--- src/rtl/prog_fifo_if.sv ---
// Bus bundle between the loader/host (master) and prog_fifo (slave).
// master: drives clear, data_in, WR, RD, PC; observes data_out, rd_valid,
//         pc_data, full, empty, almost_full, count, overflow, underflow.
// slave : the FIFO side, mirror image of master.
interface prog_fifo_if #(
   parameter int unsigned DATA_W = 8,
   parameter int unsigned DEPTH  = 32
);
   localparam int unsigned AW = $clog2(DEPTH);

   logic              clear;
   logic [DATA_W-1:0] data_in;
   logic              WR;
   logic              RD;
   logic [AW-1:0]     PC;
   logic [DATA_W-1:0] data_out;
   logic              rd_valid;
   logic [DATA_W-1:0] pc_data;
   logic              full;
   logic              empty;
   logic              almost_full;
   logic [AW:0]       count;
   logic              overflow;
   logic              underflow;

   modport master (
      output clear, data_in, WR, RD, PC,
      input  data_out, rd_valid, pc_data, full, empty, almost_full, count,
             overflow, underflow
   );

   modport slave (
      input  clear, data_in, WR, RD, PC,
      output data_out, rd_valid, pc_data, full, empty, almost_full, count,
             overflow, underflow
   );
endinterface

--- src/rtl/prog_fifo.sv ---
// prog_fifo: parametrised program/data FIFO for the 8-bit CPU.
// Register-array storage with a registered read port (1-cycle latency),
// occupancy count, almost-full, sticky overflow/underflow and synchronous
// clear. Optional absolute-address read port selected by the macro
// PROG_FIFO_PC_READ_EN (pc_data = mem[PC]); when undefined pc_data is 0.
// Ports:
//   CPU_Clk  - clock, rising edge
//   Reset_n  - synchronous active-low reset
//   bus      - prog_fifo_if.slave (clear, data_in, WR, RD, PC in;
//              data_out, rd_valid, pc_data, full, empty, almost_full,
//              count, overflow, underflow out)
module prog_fifo #(
   parameter int unsigned DATA_W    = 8,
   parameter int unsigned DEPTH     = 32,
   parameter int unsigned AFULL_LVL = DEPTH - 2
) (
   input  logic       CPU_Clk,
   input  logic       Reset_n,
   prog_fifo_if.slave bus
);
   localparam int unsigned AW = $clog2(DEPTH);
   localparam logic [AW:0] AFULL_C = (AW+1)'(AFULL_LVL);
   localparam logic [AW:0] ONE_C   = (AW+1)'(1);

   logic [DATA_W-1:0] mem_q [DEPTH];

   logic [AW:0]       wr_ptr_q, wr_ptr_d;
   logic [AW:0]       rd_ptr_q, rd_ptr_d;
   logic [AW:0]       count_q, count_d;
   logic [DATA_W-1:0] data_out_q, data_out_d;
   logic              rd_valid_q, rd_valid_d;
   logic              overflow_q, overflow_d;
   logic              underflow_q, underflow_d;

   logic [AW-1:0]     wr_addr_c, rd_addr_c;
   logic              full_c, empty_c, wr_acc_c, rd_acc_c;

   // Pointer decode: wrap bit distinguishes full from empty.
   assign wr_addr_c = wr_ptr_q[AW-1:0];
   assign rd_addr_c = rd_ptr_q[AW-1:0];
   assign full_c    = (wr_addr_c == rd_addr_c) && (wr_ptr_q[AW] != rd_ptr_q[AW]);
   assign empty_c   = (wr_ptr_q == rd_ptr_q);
   assign wr_acc_c  = bus.WR && !full_c;
   assign rd_acc_c  = bus.RD && !empty_c;

   // Next-state logic; clear overrides any request.
   always_comb begin
      wr_ptr_d    = wr_ptr_q;
      rd_ptr_d    = rd_ptr_q;
      count_d     = count_q;
      data_out_d  = data_out_q;
      rd_valid_d  = 1'b0;
      overflow_d  = overflow_q;
      underflow_d = underflow_q;
      if (bus.clear) begin
         wr_ptr_d    = '0;
         rd_ptr_d    = '0;
         count_d     = '0;
         overflow_d  = 1'b0;
         underflow_d = 1'b0;
      end else begin
         if (wr_acc_c) wr_ptr_d = wr_ptr_q + ONE_C;
         if (rd_acc_c) begin
            rd_ptr_d   = rd_ptr_q + ONE_C;
            data_out_d = mem_q[rd_addr_c];
            rd_valid_d = 1'b1;
         end
         case ({wr_acc_c, rd_acc_c})
            2'b10:   count_d = count_q + ONE_C;
            2'b01:   count_d = count_q - ONE_C;
            default: count_d = count_q;
         endcase
         overflow_d  = overflow_q  | (bus.WR && full_c);
         underflow_d = underflow_q | (bus.RD && empty_c);
      end
   end

   // Control and read-port registers.
   always_ff @(posedge CPU_Clk) begin
      if (!Reset_n) begin
         wr_ptr_q    <= '0;
         rd_ptr_q    <= '0;
         count_q     <= '0;
         data_out_q  <= '0;
         rd_valid_q  <= 1'b0;
         overflow_q  <= 1'b0;
         underflow_q <= 1'b0;
      end else begin
         wr_ptr_q    <= wr_ptr_d;
         rd_ptr_q    <= rd_ptr_d;
         count_q     <= count_d;
         data_out_q  <= data_out_d;
         rd_valid_q  <= rd_valid_d;
         overflow_q  <= overflow_d;
         underflow_q <= underflow_d;
      end
   end

   // Storage: zeroed by reset, untouched by clear.
   always_ff @(posedge CPU_Clk) begin
      if (!Reset_n) begin
         for (int unsigned i = 0; i < DEPTH; i++) mem_q[i] <= '0;
      end else if (!bus.clear && wr_acc_c) begin
         mem_q[wr_addr_c] <= bus.data_in;
      end
   end

   assign bus.data_out    = data_out_q;
   assign bus.rd_valid    = rd_valid_q;
   assign bus.count       = count_q;
   assign bus.full        = full_c;
   assign bus.empty       = empty_c;
   assign bus.almost_full = (count_q >= AFULL_C);
   assign bus.overflow    = overflow_q;
   assign bus.underflow   = underflow_q;

`ifdef PROG_FIFO_PC_READ_EN
   assign bus.pc_data = mem_q[bus.PC];
`else
   assign bus.pc_data = '0;
`endif

endmodule

--- src/flat_wrapper.sv ---
// flat-port wrapper written by rule: the top's interface ports become plain ports
module prog_fifo_flat 
#(
   parameter int unsigned DATA_W    = 8,
   parameter int unsigned DEPTH     = 32,
   parameter int unsigned AFULL_LVL = DEPTH - 2
)
  (CPU_Clk, Reset_n, bus_clear, bus_data_in, bus_WR, bus_RD, bus_PC, bus_data_out, bus_rd_valid, bus_pc_data, bus_full, bus_empty, bus_almost_full, bus_count, bus_overflow, bus_underflow);
  prog_fifo_if #(.DATA_W(DATA_W), .DEPTH(DEPTH)) bus_i ();
  input  logic CPU_Clk;
  input  logic Reset_n;
  input wire logic [$bits(bus_i.clear)-1:0] bus_clear;
  input wire logic [$bits(bus_i.data_in)-1:0] bus_data_in;
  input wire logic [$bits(bus_i.WR)-1:0] bus_WR;
  input wire logic [$bits(bus_i.RD)-1:0] bus_RD;
  input wire logic [$bits(bus_i.PC)-1:0] bus_PC;
  output wire logic [$bits(bus_i.data_out)-1:0] bus_data_out;
  output wire logic [$bits(bus_i.rd_valid)-1:0] bus_rd_valid;
  output wire logic [$bits(bus_i.pc_data)-1:0] bus_pc_data;
  output wire logic [$bits(bus_i.full)-1:0] bus_full;
  output wire logic [$bits(bus_i.empty)-1:0] bus_empty;
  output wire logic [$bits(bus_i.almost_full)-1:0] bus_almost_full;
  output wire logic [$bits(bus_i.count)-1:0] bus_count;
  output wire logic [$bits(bus_i.overflow)-1:0] bus_overflow;
  output wire logic [$bits(bus_i.underflow)-1:0] bus_underflow;
  assign bus_i.clear = bus_clear;
  assign bus_i.data_in = bus_data_in;
  assign bus_i.WR = bus_WR;
  assign bus_i.RD = bus_RD;
  assign bus_i.PC = bus_PC;
  assign bus_data_out = bus_i.data_out;
  assign bus_rd_valid = bus_i.rd_valid;
  assign bus_pc_data = bus_i.pc_data;
  assign bus_full = bus_i.full;
  assign bus_empty = bus_i.empty;
  assign bus_almost_full = bus_i.almost_full;
  assign bus_count = bus_i.count;
  assign bus_overflow = bus_i.overflow;
  assign bus_underflow = bus_i.underflow;
  prog_fifo #(.DATA_W(DATA_W), .DEPTH(DEPTH), .AFULL_LVL(AFULL_LVL)) u_core (.CPU_Clk(CPU_Clk), .Reset_n(Reset_n), .bus(bus_i));
endmodule
--- config.mk ---
export PLATFORM = sky130hd
export DESIGN_NAME = prog_fifo_flat
export DESIGN_NICKNAME = d
export VERILOG_FILES = /design/src/rtl/prog_fifo_if.sv /design/src/rtl/prog_fifo.sv /design/src/flat_wrapper.sv
export SDC_FILE = /design/constraint.sdc
export NUM_CORES = 1
export LEC_CHECK = 0
export BUFFER_PORTS_ARGS = -buffer_cell sky130_fd_sc_hd__buf_2
export CORE_ASPECT_RATIO = 2
export CORE_MARGIN = 2
export CORE_UTILIZATION = 50
export CTS_CLUSTER_DIAMETER = 50
export DETAILED_ROUTE_END_ITERATION = 6
export PLACE_DENSITY_LB_ADDON = 0.08
export SYNTH_ARGS = -nofsm -noshare
export SYNTH_HDL_FRONTEND = slang
export SYNTH_SLANG_ARGS = --single-unit
--- constraint.sdc ---
create_clock -name CPU_Clk -period 6.5 [get_ports CPU_Clk]
set_clock_uncertainty 0.1 [all_clocks]
set_input_delay 0.325 -clock CPU_Clk [delete_from_list [all_inputs] [get_ports CPU_Clk]]
set_output_delay 0.325 -clock CPU_Clk [all_outputs]
set_load 0.01 [all_outputs]
==> flow_summary.toml, run 1 <==
[critical_path]
crit_path_max_fanout = 18
crit_family = "compound AO/OA/AOI/OAI gates"
arrival_ps = 4560
cp_num_buf_inv = 1
crit_path_end_kind = "flop"
cp_common_cell = "ha_1"
reg2reg_slack_ps = 2310
worstPathRequired_ps = 6870
start_kind = "flop"
cp_cell_sequence = "xor2_1 -> or3_4 -> o31ai_2 -> inv_1 -> ha_1 -> ha_1 -> nor2b_1 -> o21a_1 -> o21ai_0 -> or3b_2 -> a21oi_1"
critPathMaxStageDelay_ps = 990
slowest_stage = "dfxtp_1"
crit_type = "reg -> reg"

[yosys]
synth_edf_count = 256
yosys_warnings = 0
ys_ff_latch = 285
yosysSeqAreaShare = 0.604
synth.distinct_cells = 58
syn_area_um2 = 13700
yosysTopAreaCell = "edfxtp_1"
yosysTopAreaCellShare = 0.561
synthFlopType = "edfxtp_1"
syn_inst = 1014
synthArstFlopShare = 0
synthTopCellsByArea = "edfxtp_1 (56%), and3_1 (12%), mux4_2 (7.9%)"
synth_area_per_cell_um2 = 13.5

[grt]
antenna_found_initial = 1
grt_usage = 0.234
grt-ovfl-total = 0
grt_pass1_vias = 8766
grt_pass1_wl_mm = 50.6
grt_max_degree = 65

[finish]
n_fill_cell = 2227
final_net_count = 1029
drive_gt1_frac = 0.188
ff_latch_area_um2 = 8270
area_delta_synth_final_pct = 8.57
antenna_cells = 0
multi_input_area_um2 = 4740

[sta]
rsz0062_at_grt = "no"
hold_viol = 0
slew_violations = 0
layout_min_cycle_time_ps = 4190
tns_ps = 0
max_slew_margin = 0.256
finalSetupViolations = 0
worst_slew_pin_slew_ps = 1120
post-route-period-util = 0.644
max_clock_freq_mhz = 239

[placed_design]
gp_congestion = 0.811
portBuffers = 32
dpl.hpwl_mm = 20.5

[floorplan]
start_util = 0.509
dieArea_um2 = 28800
die_w_um = 121
die_y_um = 238
ios = 46
rows = 85
fp.coreArea_um2 = 26900

[detailed_routing]
postRouteAntennaNets = 0
drc = 0
viasPerCell = 6.08
vias = 8311
drt_pass1_iterations = 7
wirelength_mm = 33.0
wl_per_cell_um = 24.1
drt_iter0_markers = 593

[pwr]
power_frac_seq = 0.542
switching_share = 0.211
p_int_mw = 3.02
p_total_mw = 3.83
switchingPower_uw = 806
ir_drop_mv = 0.161
p_leak_nw = 6.11
power_frac_comb = 0.049
clkPwrFrac = 0.409
powerDensity_nw_per_um2 = 257

[cts]
cts_htree_levels = 1
insertion_delay_ps = 540
post-cts-setup-buffer-count = 0
cts_tree = "built"
clk_path_buf_depth = 3
cts_inserted_buffers = 26
cts_root_buf = "clkbuf_16"
clkSinkCount = 285
cts.clk_slew.worst_paths_ps = 70

[job]
cap_violations = 0

[hold_path]
hp-class = "in -> reg"

[outcome]
status = "finished clean"
stage by stage:
step | setup WS, ps | util | area (um2) | std cells | hold slack [ps]
final | 2310 | 0.553 | 14900 | 1367 | 118
after global routing | 2030 | 0.553 | 14900 | 1367 | 122
after CTS | 2320 | 0.553 | 14900 | 1367 | 85.9
after detailed placement | 2340 | 0.520 | 14000 | 1318 | 354
after global placement | 2410 | 0.520 | 14000 | 1318 | 343
after floorplan | 3240 | - | 13700 | 1021 | 366
power by group through the flow:
stage,logic [mW],clock network (mW),registers (mW)
after floorplan,0.124,0,2.11
after global placement,0.186,0,2.11
after detailed placement,0.188,0,2.11
after CTS,0.190,1.60,2.07
after global routing,0.203,1.67,2.08
final,0.187,1.57,2.07
flip-flops by register name (all words and copies together) (netlist names):
signal / flops
u_core.bus.rd_valid: 1
u_core.bus.count: 6
u_core.bus.data_out: 8
u_core.rd_ptr_q: 6
u_core.bus.underflow: 1
u_core.wr_ptr_q: 6
u_core.bus.overflow: 1
u_core.mem_q: 256
per-layer routing:
layer / up-vias / global-route usage / share of wire
li1: 3859 / - / -
met1: 4183 / 0.260 / 0.36
met2: 211 / 0.446 / 0.56
met3: 58 / 0.0249 / 0.037
met4: 0 / 0.0948 / 0.037
met5: - / 0 / 0
synth_stat cells (all sizes together) (8+ instances only):
cell type	n
buf	47
nand3	17
a21oi	15
mux2i	19
mux4	48
nand4	8
nand2	29
o221ai	8
ha	10
edfxtp	256
o21ai	45
a22o	8
inv	12
a22oi	8
clkbuf	79
nor2	16
and3	261
xnor2	8
dfxtp	29
mux2	14
final timing paths:
path,from,depth (start not counted),end
worst max-delay path,u_core.wr_ptr_q[3],11,u_core.bus.count[4]
worst min register to register,u_core.bus.data_out[7],2,u_core.bus.data_out[7]
worst max register to register,u_core.wr_ptr_q[3],11,u_core.bus.count[4]
worst min-delay path,bus_clear,3,u_core.bus.count[5]
logic make-up (layout without fill, tap and decap cells):
group	after synthesis	after routing	share of synthesized area
flops	285	285	0.604
other cells	1	8	0.000274
compound gates	115	115	0.0556
mux	81	81	0.104
buf+inv	138	136	0.0542
fa+ha+maj	11	11	0.0106
simple gates	369	369	0.162
xor+xnor	14	14	0.00895
final cells by class:
class	count	area share
Tap cell	348	0.0293
Timing Repair Buffer	77	0.0338
Sequential cell	285	0.556
Clock buffer	38	0.0517
Inverter	12	0.00303
Clock inverter	9	0.00690
Multi-Input combinational cell	598	0.319
worst reg2reg max path: cells and delay by family, from the launching register on:
family | cells | cell delay, ps
AO/OA/AOI/OAI | 4 | 1060
XOR/XNOR | 1 | 180
adder cells (fa/ha/maj) | 2 | 710
buffers and inverters | 1 | 100
flip-flops | 1 | 990
AND/OR/NAND/NOR | 3 | 990
cell usage in the layout, fill, tap and decap left out, types with 3 or more instances in the layout:
master	instances
inv_1	11
nand4_1	8
nand2_1	29
clkinv_1	3
conb_1	8
o221ai_1	8
or3b_2	3
and3_1	258
nand3_1	17
and3b_1	3
xnor2_1	8
a21oi_1	15
clkbuf_16	28
buf_4	43
dfxtp_1	27
nor2b_1	5
buf_2	32
a22o_1	8
o21ai_0	44
a211o_1	7
a22oi_1	8
clkbuf_1	7
clkinv_2	3
nand3b_1	3
edfxtp_1	256
mux4_2	48
a221oi_1	7
nor2_1	15
ha_1	10
nor3_1	5
and3_4	3
clkbuf_8	3
or3_1	5
mux2i_1	19
xor2_1	6
mux2_2	14
what timing repair did:
item,4_1_cts,5_1_grt
hold buffers,2,0
gates resized for setup,0,0
hold endpoints to repair,2,0
Power figures use the tool's default switching activity.
==> run 2: changes to the inputs <==
==> constraint.sdc (replaced) <==
create_clock -name CPU_Clk -period 3.8 [get_ports CPU_Clk]
set_clock_uncertainty 0.1 [all_clocks]
set_input_delay 0.19 -clock CPU_Clk [delete_from_list [all_inputs] [get_ports CPU_Clk]]
set_output_delay 0.19 -clock CPU_Clk [all_outputs]
set_load 0.01 [all_outputs]
==> flow_summary.toml, run 2 (synthesis gave the netlist of run 1 again) <==
[outcome]
status = "finished clean"

[critical_path]
start_kind = "flop"
crit_path_max_fanout = 10
worstPathRequired_ps = 4190
crit_path_end_kind = "flop"
critPathMaxStageDelay_ps = 460
cp.depth = 12
worstSetupEndpoint = "u_core.bus.count[4]"
reg2reg_to = "u_core.bus.count[4]"
crit_family = "simple AND/OR/NAND/NOR gates"
slowest_stage = "dfxtp_1"
cp_num_buf_inv = 2
cp_cell_sequence = "xor2_1 -> or3_4 -> o31a_1 -> inv_2 -> ha_1 -> inv_1 -> fa_1 -> nor2b_1 -> o21a_1 -> nor3_1 -> or3b_2 -> a21oi_1"
arrival_ps = 3850
crit_type = "reg -> reg"
reg2reg_slack_ps = 340
ff2ff_path_depth = 12
regToRegStartpoint = "u_core.wr_ptr_q[0]"
crit_start = "u_core.wr_ptr_q[0]"

[grt]
grt_usage = 0.238
grt_max_degree = 65
grt-ovfl-total = 0
grt_pass1_vias = 8674
antenna_found_initial = 0
grt_pass1_wl_mm = 51.1

[floorplan]
ios = 46
rows = 85
start_util = 0.509
fp.coreArea_um2 = 26900
dieArea_um2 = 28800
die_w_um = 121
die_y_um = 238

[sta]
post-route-period-util = 0.910
slew_violations = 0
max_slew_margin = 0.268
hold_viol = 0
layout_min_cycle_time_ps = 3460
tns_ps = 0
worst_slew_pin_slew_ps = 1100
finalSetupViolations = 0
rsz0062_at_grt = "no"
max_clock_freq_mhz = 289

[detailed_routing]
drt_pass1_iterations = 5
drc = 0
wirelength_mm = 33.9
postRouteAntennaNets = 0
vias = 8407
wl_per_cell_um = 24.7
viasPerCell = 6.12
drt_iter0_markers = 660

[placed_design]
gp_congestion = 0.779
dpl.hpwl_mm = 20.7
portBuffers = 32
dp_cells = 1322

[cts]
clkSinkCount = 285
cts_root_buf = "clkbuf_16"
cts_htree_levels = 1
cts_inserted_buffers = 26
cts.clk_slew.worst_paths_ps = 70
clk_path_buf_depth = 3
insertion_delay_ps = 550
cts_tree = "built"

[finish]
stdcell_count = 1373
largest_reg_flops = 256
area_delta_synth_final_pct = 9.18
final_common_cell = "and3_1"
final_net_count = 1034
largest_register = "u_core.mem_q"
drive_gt1_frac = 0.198
final_cell_mix = "and3_1 (258), edfxtp_1 (256), mux4_2 (48)"
antenna_cells = 0

[hold_path]
holdPathStages = 3
hp-class = "in -> reg"

[pwr]
p_leak_nw = 6.14
ir_drop_mv = 0.378
p_total_mw = 6.70
powerDensity_nw_per_um2 = 448

[job]
cap_violations = 0
[run 2: worst min path at each step]
stage                           start                     end  slack (ps)
2_1_floorplan                  bus_WR     u_core.bus.overflow         230
3_3_place_gp   u_core.bus.data_out[1]  u_core.bus.data_out[1]         340
3_5_place_dp   u_core.bus.data_out[1]  u_core.bus.data_out[1]         340
4_1_cts                       Reset_n     u_core.bus.count[5]          30
5_1_grt                       Reset_n     u_core.bus.count[5]          80
6_report                      Reset_n     u_core.bus.count[5]          50
[run 2: tightest hold or removal path, cell delays in order]
cell and delay (ps):
buf_2 110, nor2b_1 220, o21a_1 140
[run 2: timing repair]
item                       CTS  global route
setup endpoints to repair    0             0
buffers inserted             0             0
hold endpoints to repair     6             0
resized for setup            0             0
hold buffers                 3             0
[run 2: where the power goes]
group / switching, mW / internal (mW) / leakage (nW) / total, mW
sequential: 0.0325 / 3.51 / 2.81 / 3.55
combinational: 0.213 / 0.114 / 2.89 / 0.327
clock: 1.19 / 1.64 / 0.431 / 2.83
[run 2: final cells by class]
cell class / count / area, um2
inverters: 12 / 45.0
repair buffers: 82 / 543
clock inverters: 19 / 229
clock buffers: 29 / 683
multi-input cells: 598 / 4750
well taps: 348 / 435
flip-flops and latches: 285 / 8270
fillers: 2195 / 12000
[run 2: metrics by stage]
step           worst slack [ps]  hold slack, ps  utilization  area (um2)
6_report                    342            47.8        0.556       15000
5_1_grt                    99.7            77.4        0.556       15000
4_1_cts                     339            34.4        0.556       15000
3_5_place_dp                350             342        0.521       14000
3_3_place_gp                418             339        0.521       14000
2_1_floorplan               537             231            -       13700
[run 2: metal layers]
metal  GRT usage  share of wire  vias up
met5           0              0        -
met4       0.112          0.049        0
met3      0.0275          0.045       71
met2       0.439           0.54      222
met1       0.271           0.37     4240
li1            -              -     3874
==> run 3: changes to the inputs <==
--- a/config.mk
+++ b/config.mk
@@ -5,13 +5,14 @@
 export SDC_FILE = /design/constraint.sdc
 export NUM_CORES = 1
 export LEC_CHECK = 0
-export BUFFER_PORTS_ARGS = -buffer_cell sky130_fd_sc_hd__buf_2
+export BUFFER_PORTS_ARGS = -buffer_cell sky130_fd_sc_hd__buf_4
 export CORE_ASPECT_RATIO = 2
 export CORE_MARGIN = 2
 export CORE_UTILIZATION = 50
 export CTS_CLUSTER_DIAMETER = 50
 export DETAILED_ROUTE_END_ITERATION = 6
 export PLACE_DENSITY_LB_ADDON = 0.08
+export SLEW_MARGIN = 40
 export SYNTH_ARGS = -nofsm -noshare
 export SYNTH_HDL_FRONTEND = slang
 export SYNTH_SLANG_ARGS = --single-unit
==> flow_summary.toml, run 3 (synthesis gave the netlist of run 1 again) <==
[pwr]
ir_drop_mv = 0.297
powerDensity_nw_per_um2 = 433
p_leak_nw = 6.15
power_frac_comb = 0.052
clkPwrFrac = 0.404
switchingPower_mw = 1.45
power_frac_seq = 0.545
p_int_mw = 5.06
p_total_mw = 6.51
switching_share = 0.223

[placed_design]
detailedPlace.worstSlack_ps = 302
dp_cells = 1325
dpl.hpwl_mm = 20.8
portBuffers = 32
gp_congestion = 0.767

[grt]
grt_usage = 0.241
grt_pass1_vias = 8769
grt_pass1_wl_mm = 51.5
grt-ovfl-total = 0
antenna_found_initial = 1
grt_max_degree = 85

[sta]
finalSetupViolations = 0
rsz0062_at_grt = "no"
post-route-period-util = 0.928
slew_violations = 0
tns_ps = 0
max_slew_margin = 0.443
max_clock_freq_mhz = 284
setup_slack_ps = 275
layout_min_cycle_time_ps = 3520
hold_viol = 0
worst_slew_pin_slew_ps = 833

[floorplan]
start_util = 0.509
die_w_um = 121
ios = 46
die_y_um = 238
dieArea_um2 = 28800
fp.coreArea_um2 = 26900
rows = 85

[critical_path]
worstPathRequired_ps = 4180
crit_path_end_kind = "flop"
arrival_ps = 3900
start_kind = "flop"
crit_type = "reg -> reg"
crit_path_max_fanout = 10

[detailed_routing]
viasPerCell = 6.11
drc = 0
vias = 8425
drt_iter0_markers = 651
wl_per_cell_um = 24.7
wirelength_mm = 34.0
drt_pass1_iterations = 5
postRouteAntennaNets = 0

[cts]
insertion_delay_ps = 560
clkSinkCount = 285
cts_inserted_buffers = 28
cts_tree = "built"
cts_htree_levels = 1
clk_path_buf_depth = 3
cts_root_buf = "clkbuf_16"
postCtsResizedCells = 0
cts.clk_slew.worst_paths_ps = 70

[finish]
largest_register = "u_core.mem_q"
area_delta_synth_final_pct = 9.76
final_cell_mix = "and3_1 (257), edfxtp_1 (256), buf_4 (80)"
final_common_cell = "and3_1"
fin_util = 0.559
n_fill_cell = 2213
largest_reg_flops = 256
antenna_cells = 0
final_net_count = 1039
stdcell_count = 1379
drive_gt1_frac = 0.201

[outcome]
status = "finished clean"

[hold_path]
hp-class = "in -> reg"

[job]
cap_violations = 0
run 3: cell count changes in the layout (fill, tap and decap cells not counted), sizes merged:
cell,delta
bufinv,-5
clkbuf,+8
inv,+3
clkinv,+2
buf,+3
clkinvlp,-5
run 3: final cells by class:
cell class              instances  area, um2  share of cell area
clock buffers                  37        766              0.0509
repair buffers                 85        666              0.0443
inverters                      12       45.0             0.00300
multi-input cells             598       4770               0.317
well taps                     348        435              0.0290
clock inverters                14       81.3             0.00541
flip-flops and latches        285       8270               0.550
run 3: critical path, stage by stage (launching register included):
cell	delay [ps]
dfxtp_1	440
xor2_1	140
or3_4	400
o31a_1	380
inv_2	200
ha_1	330
inv_1	100
fa_1	420
nor2b_1	140
o21a_1	140
nor3_1	50
or3b_2	440
a21oi_1	160
run 3: timing repair:
item / in CTS / in global routing
hold buffers: 3 / 0
hold endpoints to repair: 13 / 0
setup buffers: 0 / 0
run 3: layer usage:
metal | wire length [um] | part of all wire | track usage | vias up
li1 | - | - | - | 3891
met1 | 12800 | 0.38 | 0.280 | 4229
met2 | 18400 | 0.54 | 0.440 | 239
met3 | 1450 | 0.043 | 0.0251 | 66
met4 | 1330 | 0.039 | 0.111 | 0
met5 | 0 | 0 | 0 | -
run 3: path summary, 6_finish.rpt:
check                           slack, ps  cells after the start                   start                      to
worst max-delay path                  280                     12      u_core.wr_ptr_q[0]     u_core.bus.count[4]
worst min-delay path                   60                      3                 Reset_n     u_core.bus.count[5]
worst max register to register        280                     12      u_core.wr_ptr_q[0]     u_core.bus.count[4]
worst min register to register        360                      2  u_core.bus.data_out[7]  u_core.bus.data_out[7]
run 3: stage by stage:
step | instance area [um2] | hold WS [ps]
2_1_floorplan | 13700 | 231
3_3_place_gp | 14100 | 343
3_5_place_dp | 14100 | 354
4_1_cts | 15000 | 36.7
5_1_grt | 15000 | 73.7
6_report | 15000 | 63.4
run 3: power by group through the flow:
| stage | registers (mW) | logic, mW | clock network (mW) |
|---|---|---|---|
| after CTS | 3.55 | 0.340 | 2.67 |
| after global placement | 3.61 | 0.333 | 0 |
| after global routing | 3.56 | 0.362 | 2.79 |
| after detailed placement | 3.62 | 0.337 | 0 |
| after floorplan | 3.61 | 0.211 | 0 |
| final | 3.55 | 0.336 | 2.63 |
